File: src/rtl/multi_run_tracker.sv
// multi_run_tracker
//   Tracks NUM_RUNS concurrent runs during a session (steps, HR sum, sample
//   count, max HR). When the session stops, it reports one record per run
//   over a valid/ready handshake.
//
// Ports
//   clk, rst               clock, synchronous active-high reset
//   start, stop            session control pulses
//   sample_valid[NUM_RUNS] per-run sample qualifier
//   hr_in, sps_in          packed per-run samples, run i at [i*W +: W]
//   busy                   session in progress (ACTIVE or REPORT)
//   report_*               current record for run report_idx; handshake via report_ready
//   done                   one-cycle pulse after the last record is accepted

// Per-run accumulator: saturating steps/count, HR sum, max HR, floor average.
module multi_run_tracker_run #(
    parameter int HR_W   = 8,
    parameter int SPS_W  = 2,
    parameter int STEP_W = 16,
    parameter int CNT_W  = 8
) (
    input  logic              clk,
    input  logic              rst,
    input  logic              clr,
    input  logic              upd,
    input  logic [HR_W-1:0]   hr,
    input  logic [SPS_W-1:0]  sps,
    output logic [STEP_W-1:0] steps,
    output logic [HR_W-1:0]   max_hr,
    output logic [HR_W-1:0]   avg_hr
);
    localparam int SUM_W = HR_W + CNT_W;

    logic [SUM_W-1:0]  hr_sum;
    logic [CNT_W-1:0]  count;
    logic [STEP_W:0]   steps_ext;
    logic [SUM_W-1:0]  quot;

    // The extra bit is the carry out of the step add, used for saturation.
    assign steps_ext = {1'b0, steps} + (STEP_W+1)'(sps);

    always_ff @(posedge clk) begin
        if (rst || clr) begin
            steps  <= '0;
            max_hr <= '0;
            hr_sum <= '0;
            count  <= '0;
        end else if (upd) begin
            steps <= steps_ext[STEP_W] ? '1 : steps_ext[STEP_W-1:0];
            // A saturated count freezes the sum, so the average stays the
            // average of the first 2^CNT_W-1 samples. The sum cannot overflow.
            if (count != '1) begin
                count  <= count + 1'b1;
                hr_sum <= hr_sum + SUM_W'(hr);
            end
            if (hr > max_hr) max_hr <= hr;
        end
    end

    // The quotient never exceeds the largest sample, so it fits in HR_W bits.
    always_comb begin
        quot = '0;
        if (count != '0) quot = hr_sum / SUM_W'(count);
        avg_hr = quot[HR_W-1:0];
    end
endmodule

module multi_run_tracker #(
    parameter int NUM_RUNS = 4,
    parameter int HR_W     = 8,
    parameter int SPS_W    = 2,
    parameter int STEP_W   = 16,
    parameter int CNT_W    = 8
) (
    input  logic                      clk,
    input  logic                      rst,
    input  logic                      start,
    input  logic                      stop,
    input  logic [NUM_RUNS-1:0]       sample_valid,
    input  logic [NUM_RUNS*HR_W-1:0]  hr_in,
    input  logic [NUM_RUNS*SPS_W-1:0] sps_in,
    output logic                      busy,
    output logic                      report_valid,
    input  logic                      report_ready,
    output logic [2:0]                report_idx,
    output logic [STEP_W-1:0]         report_steps,
    output logic [HR_W-1:0]           report_max_hr,
    output logic [HR_W-1:0]           report_avg_hr,
    output logic [1:0]                report_hr_cmp,
    output logic                      report_step_ok,
    output logic                      done
);
    typedef enum logic [1:0] {IDLE, ACTIVE, REPORT} state_t;

    state_t state, state_nxt;

    logic [NUM_RUNS-1:0][STEP_W-1:0] steps;
    logic [NUM_RUNS-1:0][HR_W-1:0]   max_hr;
    logic [NUM_RUNS-1:0][HR_W-1:0]   avg_hr;

    logic clr;
    logic xfer;
    logic last;

    assign clr  = (state == IDLE) && start;
    assign xfer = (state == REPORT) && report_valid && report_ready;
    assign last = (report_idx == 3'(NUM_RUNS-1));

    genvar g;
    generate
        for (g = 0; g < NUM_RUNS; g++) begin : g_run
            multi_run_tracker_run #(
                .HR_W(HR_W), .SPS_W(SPS_W), .STEP_W(STEP_W), .CNT_W(CNT_W)
            ) u_run (
                .clk    (clk),
                .rst    (rst),
                .clr    (clr),
                .upd    ((state == ACTIVE) && sample_valid[g]),
                .hr     (hr_in[g*HR_W +: HR_W]),
                .sps    (sps_in[g*SPS_W +: SPS_W]),
                .steps  (steps[g]),
                .max_hr (max_hr[g]),
                .avg_hr (avg_hr[g])
            );
        end
    endgenerate

    // Next state. Stop wins over start while ACTIVE. REPORT ignores the
    // session controls and only moves on the handshake.
    always_comb begin
        state_nxt = state;
        case (state)
            IDLE:    if (start) state_nxt = ACTIVE;
            ACTIVE:  if (stop)  state_nxt = REPORT;
            REPORT:  if (xfer && last) state_nxt = IDLE;
            default: state_nxt = IDLE;
        endcase
    end

    // Control outputs are registered from the next state, so they line up
    // with the state they describe.
    always_ff @(posedge clk) begin
        if (rst) begin
            state        <= IDLE;
            busy         <= 1'b0;
            report_valid <= 1'b0;
            report_idx   <= '0;
            done         <= 1'b0;
        end else begin
            state        <= state_nxt;
            busy         <= (state_nxt != IDLE);
            report_valid <= (state_nxt == REPORT);
            done         <= xfer && last;
            if (xfer) report_idx <= last ? 3'd0 : report_idx + 3'd1;
            else if (state != REPORT) report_idx <= '0;
        end
    end

    // Record fields are combinational from the selected run. They are forced
    // to zero outside REPORT.
    logic [STEP_W-1:0] sel_steps;
    logic [HR_W-1:0]   sel_max, sel_avg;

    always_comb begin
        sel_steps = steps[0];
        sel_max   = max_hr[0];
        sel_avg   = avg_hr[0];
        for (int i = 1; i < NUM_RUNS; i++) begin
            if (report_idx == 3'(i)) begin
                sel_steps = steps[i];
                sel_max   = max_hr[i];
                sel_avg   = avg_hr[i];
            end
        end
    end

    always_comb begin
        report_steps   = '0;
        report_max_hr  = '0;
        report_avg_hr  = '0;
        report_hr_cmp  = 2'b00;
        report_step_ok = 1'b0;
        if (report_valid) begin
            report_steps   = sel_steps;
            report_max_hr  = sel_max;
            report_avg_hr  = sel_avg;
            report_step_ok = 1'b1;
            if (report_idx != 3'd0) begin
                if (sel_avg > avg_hr[0])      report_hr_cmp = 2'b01;
                else if (sel_avg < avg_hr[0]) report_hr_cmp = 2'b10;
                report_step_ok = (sel_steps >= steps[0]);
            end
        end
    end
endmodule
File: config.mk
export PLATFORM = sky130hd
export DESIGN_NAME = multi_run_tracker
export DESIGN_NICKNAME = d
export VERILOG_FILES = /design/src/rtl/multi_run_tracker.sv
export SDC_FILE = /design/constraint.sdc
export NUM_CORES = 2
export LEC_CHECK = 0
export ABC_AREA = 1
export CORE_ASPECT_RATIO = 1.4
export CORE_MARGIN = 5
export CORE_UTILIZATION = 55
export CTS_CLUSTER_SIZE = 28
export DETAILED_ROUTE_END_ITERATION = 6
export PLACE_DENSITY = 0.72
export SLEW_MARGIN = 20
export SYNTH_ARGS = -nofsm -noshare
export SYNTH_HDL_FRONTEND = slang
export SYNTH_HIERARCHICAL = 1
export SYNTH_SLANG_ARGS = --single-unit
File: constraint.sdc
create_clock -name clk -period 37.1 [get_ports clk]
set_clock_uncertainty 0.15 [all_clocks]
set_input_delay 7.42 -clock clk [delete_from_list [all_inputs] [get_ports clk]]
set_output_delay 7.42 -clock clk [all_outputs]
set_load 0.03 [all_outputs]
* Word-level counts from Yosys, hierarchy flattened
Cells that the tools add are included.
** Word-level totals
- Register bits after elaboration :: 200
- Latch bits :: 0
- Memory bits (writable) :: 0
- ROM bits :: 0
- Input bits :: 49
- Output and inout port bits :: 41
- Word-level logic and storage cells :: 114
- Memories :: 0
** Operators by class
- Add/subtract/negate cells :: 13
- Multiply operators :: 0
- Div/mod/pow operators :: 4
- Magnitude comparators :: 7
- Equal/unequal tests :: 11
- Shift operators :: 0
- Multiplexer cells :: 33
- Bitwise logic cells :: 0
- Reductions and logical operators :: 25
** Operators by type and width (number)
- 16-bit 2-to-1 mux :: 8
- 8-bit 2-to-1 mux :: 12
- 16-bit by 2-bit adder with 17-bit output :: 4
- 16-bit by 8-bit adder with 16-bit output :: 4
- 16-bit by 8-bit divider with 16-bit output :: 4
- 8-bit > comparator :: 5
- 8-bit by 1-bit adder with 8-bit output (second input constant) :: 4
- 8-bit inequality test (second input constant) :: 4
- 8-bit nonzero test :: 4
- 16-bit >= comparator :: 1
- 2-bit AND reduction :: 8
- 2-bit 2-to-1 mux :: 7
- 3-bit 2-to-1 mux :: 3
- 1-bit logical AND :: 8
- 8-bit < comparator :: 1
- 3-bit by 2-bit equality test with 1-bit output (second input constant) :: 2
- 2-bit case mux with 3 select lines :: 1
- 2-bit equality test (second input constant) :: 2
- 2-bit nonzero test :: 2
- 3-bit by 1-bit adder with 3-bit output (second input constant) :: 1
- 3-bit by 1-bit equality test with 1-bit output (second input constant) :: 1
- 3-bit nonzero test :: 1
- 2-bit by 1-bit equality test with 1-bit output (second input constant) :: 1
- 2-bit zero test :: 1
- other kinds (3) :: 4

* Depth between registers and ports, before layout
- Depth in word-level cells :: 10
- Mapped depth :: 220
- Depth with buffers taken out :: 214

* Modules after synthesis
Netlist, hierarchy kept.
** By module, submodules not included
- multi_run_tracker_run at g_run[2].u_run ... :: instances 2, cells each 1333, area each 8361.8 um^2, sequential area each 960.9 um^2
- multi_run_tracker_run at g_run[0].u_run :: instances 1, cells each 1385, area each 8529.4 um^2, sequential area each 960.9 um^2
- multi_run_tracker_run at g_run[1].u_run :: instances 1, cells each 1351, area each 8398.1 um^2, sequential area each 960.9 um^2
- multi_run_tracker :: instances 1, cells each 409, area each 2497.4 um^2, sequential area each 160.2 um^2

* Worst setup path after synthesis
Ideal clock, no wire load.
- Path kind :: reg2out
- From :: register g_run[0].u_run.count[0]
- To :: output port report_hr_cmp[1]
- Data arrival time :: 26.760 ns
- Data required time :: 29.530 ns
- Slack :: 2.770 ns
- Stages on the path, launching flop included :: 209
- Path buffers :: 9
- Cell sequence :: dfxtp_1 > inv_1 > ha_1 > nor2_1 > nor2_1 > nand2_1 > nand2_1 > nand2_1 > ha_1 > o21ai_0 > nand2_1 > nand2_2 > nand2_1 > nand2_1 > ha_1 > nand2_1 > nand3_1 > nand2_1 > (+173 left out) > o21bai_1 > a21o_1 > a21oi_1 > nand3_1 > nor2_1 > nand3_1 > nand2_1 > inv_1 > nand2_1 > a21oi_1 > o22ai_1 > ha_1 > inv_1 > a21oi_1 > o21ai_0 > nand2_1 > nand2_1 > nor2_1
** RTL lines
- start, declared :: RTL line 35 : logic [CNT_W-1:0] count;
- start signal, assigned :: RTL line 53 : count <= count + 1'b1;
- end, declared :: RTL line 89 : output logic [1:0] report_hr_cmp,

==> flow_metrics.py <==
metrics = {
    "sta": {
        "slew-limit-headroom_pct": 38.0,
        "fin_ws_ns": 2.23,
        "max_freq_mhz": 28.7,
        "finalSetupViolCount": 0,
        "fin_hold_ws_ns": 0.327,
        "drv_slew": 0,
        "post-route-period-util_pct": 94.0,
        "worst_pin_slew_ns": 0.921,
        "setup-tns-final_ns": 0,
        "hold_viol": 0,
        "period_needed_ns": 34.87,
    },
    "critical_path": {
        "critPathArrivalTime_ns": 27.30,
        "setup.worst_path.class": "reg2out",
        "cp_common_cell": "nand2_1",
        "reg2reg_from": "state[1]$_SDFF_PP0_",
        "cpPeakStageDelay_ns": 0.39,
        "critical_path_peak_fanout": 12,
        "worstSetupStartpointType": "flip-flop",
        "required_ns": 29.53,
        "cp-end-kind": "primary output",
        "cpMaxStageDelayCell": "dfxtp_4",
        "crit_start": "g_run[0].u_run/count[0]$_SDFFE_PP0P_",
    },
    "synthesis": {
        "synth_cell_type_count": 70,
        "syn_nets": 6380,
        "avgSynthCellArea_um2": 6.22,
        "syn_inst": 5811,
        "synth_edf_count": 0,
        "synth.cell_area_um2": 36100,
        "ys_warn_count": 6,
        "async_reset_ff_share_pct": 0,
        "synth-seq-cells": 200,
        "ys_seq_area_share_pct": 11.1,
        "ys.flop_type": "dfxtp_1",
    },
    "global_routing": {
        "overflow": 0,
        "grt.total_usage_pct": 27.8,
        "first_global_vias": 35500,
        "antenna_found_initial": 4,
        "grt_max_degree": 62,
        "grt_pass1_wl_um": 166000,
    },
    "worst_hold_path": {
        "hold_start": "g_run[2].u_run/count[0]$_SDFFE_PP0P_",
        "min_path_type": "reg2reg",
    },
    "die": {
        "ios": 90,
        "dieArea_um2": 71000,
        "core_area_um2": 65300,
        "die_w_um": 227,
        "die_y_um": 313,
        "std_cell_rows": 111,
        "start_util_pct": 55.4,
    },
    "placed_design": {
        "io_buffers": 89,
        "dp.final_hpwl_um": 82000,
        "dp_slack_ns": -0.413,
        "gp_congestion": 0.943,
        "post_dp_cell_area_um2": 37900,
    },
    "clock_network": {
        "ctsHoldBuffers": 0,
        "cts_buffers": 17,
        "cts-root-buf": "clkbuf_16",
        "htreeDepth": 4,
        "clock_path_buffers": 2,
        "cts.sinks": 200,
        "cts_tree": "done",
        "clkTransAtPathRegs_ns": 0.08,
        "clk_latency_ns": 0.46,
    },
    "detailed_routing": {
        "drtPass1Iterations": 5,
        "wire_per_inst_um": 15.2,
        "viasPerCell": 5.50,
        "drt_iter0_drc": 2041,
        "num_vias": 37600,
        "ant_nets": 0,
        "drc": 0,
        "routed_wl_um": 104000,
    },
    "cells_and_area": {
        "synthToLayoutAreaGrowth_pct": 11.9,
        "nFillCells": 6376,
        "regArea_um2": 4020,
        "layout.nets": 6548,
        "multi_input_area_um2": 28800,
        "final_area_um2": 40400,
        "layout-drive-gt1-share_pct": 13.4,
    },
    "status": {
        "status": "complete, no violations",
    },
    "flow_run": {
        "maxCapViolCount": 0,
    },
}
## sequential cells by signal (all words and copies together), names as in the netlist
| register | count |
|---|---|
| busy | 1 |
| done | 1 |
| g_run.u_run/count | 32 |
| g_run.u_run/hr_sum | 64 |
| g_run.u_run/max_hr | 32 |
| g_run.u_run/steps | 64 |
| report_idx | 3 |
| report_valid | 1 |
| state | 2 |
## cells in the final DEF, fill, tap and decap left out, types with 28 or more instances in the layout
cell | synthesis | final
nand2_2 | 99 | 107
o21ai_0 | 333 | 284
o31ai_1 | 31 | 28
xor2_1 | 170 | 168
o21bai_1 | 31 | 29
a21oi_2 | 24 | 50
dfxtp_1 | 200 | 195
nand2_1 | 1410 | 1402
buf_4 | 20 | 184
a21o_1 | 66 | 66
nand4_1 | 69 | 69
nand3_1 | 469 | 457
nor2_2 | 22 | 30
ha_1 | 512 | 505
xnor2_1 | 100 | 100
nor2_4 | 45 | 67
nor3_1 | 71 | 67
clkdlybuf4s50_1 | 0 | 87
nor2_1 | 322 | 294
or2_2 | 32 | 32
nand3b_1 | 38 | 38
nand3_2 | 53 | 54
a21oi_1 | 335 | 309
inv_2 | 56 | 41
inv_1 | 830 | 816
o21ai_1 | 88 | 128
## cell type report
| class | count | area share (%) |
|---|---|---|
| diodes | 1 | 0.00619 |
| clock buffers | 18 | 1.09 |
| well taps | 847 | 2.62 |
| repair buffers | 282 | 6.00 |
| inverters | 902 | 8.71 |
| multi-input cells | 4571 | 71.3 |
| repair inverters | 5 | 0.0681 |
| clock inverters | 13 | 0.279 |
| flip-flops and latches | 200 | 9.94 |
## through the flow
stage               util (%)  cells
global route            61.9   6839
global placement        58.1   6667
finish                  61.9   6839
CTS                     59.0   6703
floorplan                  -   5811
detailed placement      58.1   6667
## synthesized netlist by cell type, drive strengths merged, types with 34 or more instances
cell type / number / area [µm²]
nand2: 1535 / 6200
xnor2: 100 / 876
clkbuf: 89 / 334
dfxtp: 200 / 4000
nand4: 75 / 507
a21oi: 363 / 1950
a21o: 66 / 495
xor2: 170 / 1490
nand3: 534 / 3090
buf: 51 / 375
o21ai: 431 / 2200
nor4: 35 / 262
nor2: 390 / 1870
ha: 512 / 6410
inv: 892 / 3360
nor3: 76 / 418
or2: 47 / 294
o21bai: 34 / 267
nand3b: 38 / 285
## path summary, 6_finish.rpt
kind | slack [ns] | end | cells after the start
worst max-delay path | 2.23 | report_hr_cmp[1] | 203
worst min-delay path | 0.33 | g_run[2].u_run/count[0]$_SDFFE_PP0P_ | 1
worst max register to register | 33.34 | g_run[2].u_run/hr_sum[14]$_SDFFE_PP0P_ | 14
worst min register to register | 0.33 | g_run[2].u_run/count[0]$_SDFFE_PP0P_ | 1
## per-layer routing
layer	vias to the layer above	routed length [µm]	GRT usage, %
li1	19500	-	-
met1	17100	42400	31.7
met2	797	51400	50.9
met3	253	4310	2.74
met4	4	5500	13.9
met5	-	27	0
## kinds of logic (layout without fill, tap and decap cells)
family | count (synthesis) | in the layout | synth area share (%)
AOI/OAI and AO/OA | 1033 | 1033 | 16.8
xor gates and xnor gates | 270 | 270 | 6.54
adders and majority gates | 520 | 520 | 18.2
buffers and inverters | 1042 | 1220 | 11.4
DFF | 200 | 200 | 11.1
other | 0 | 1 | 0
and+or+nand+nor | 2746 | 2748 | 36.1
## critical path, delay by kind of cell (launching register included)
family,cells,cell delay (ns)
DFF,1,0.39
adders and majority gates,17,4.78
buffers and inverters,30,3.09
and+or+nand+nor,99,10.03
AOI/OAI and AO/OA,57,8.45
## what timing repair did
item / 4_1_cts / 5_1_grt
setup endpoints to repair: 3 / 4
pin swaps: 1 / 101
buffers inserted: 5 / 128
gates cloned: 0 / 7
gates resized for setup: 7 / 261
Power is not shown: default switching activity piles up to over one toggle a cycle in this logic, so the estimate is an artifact.
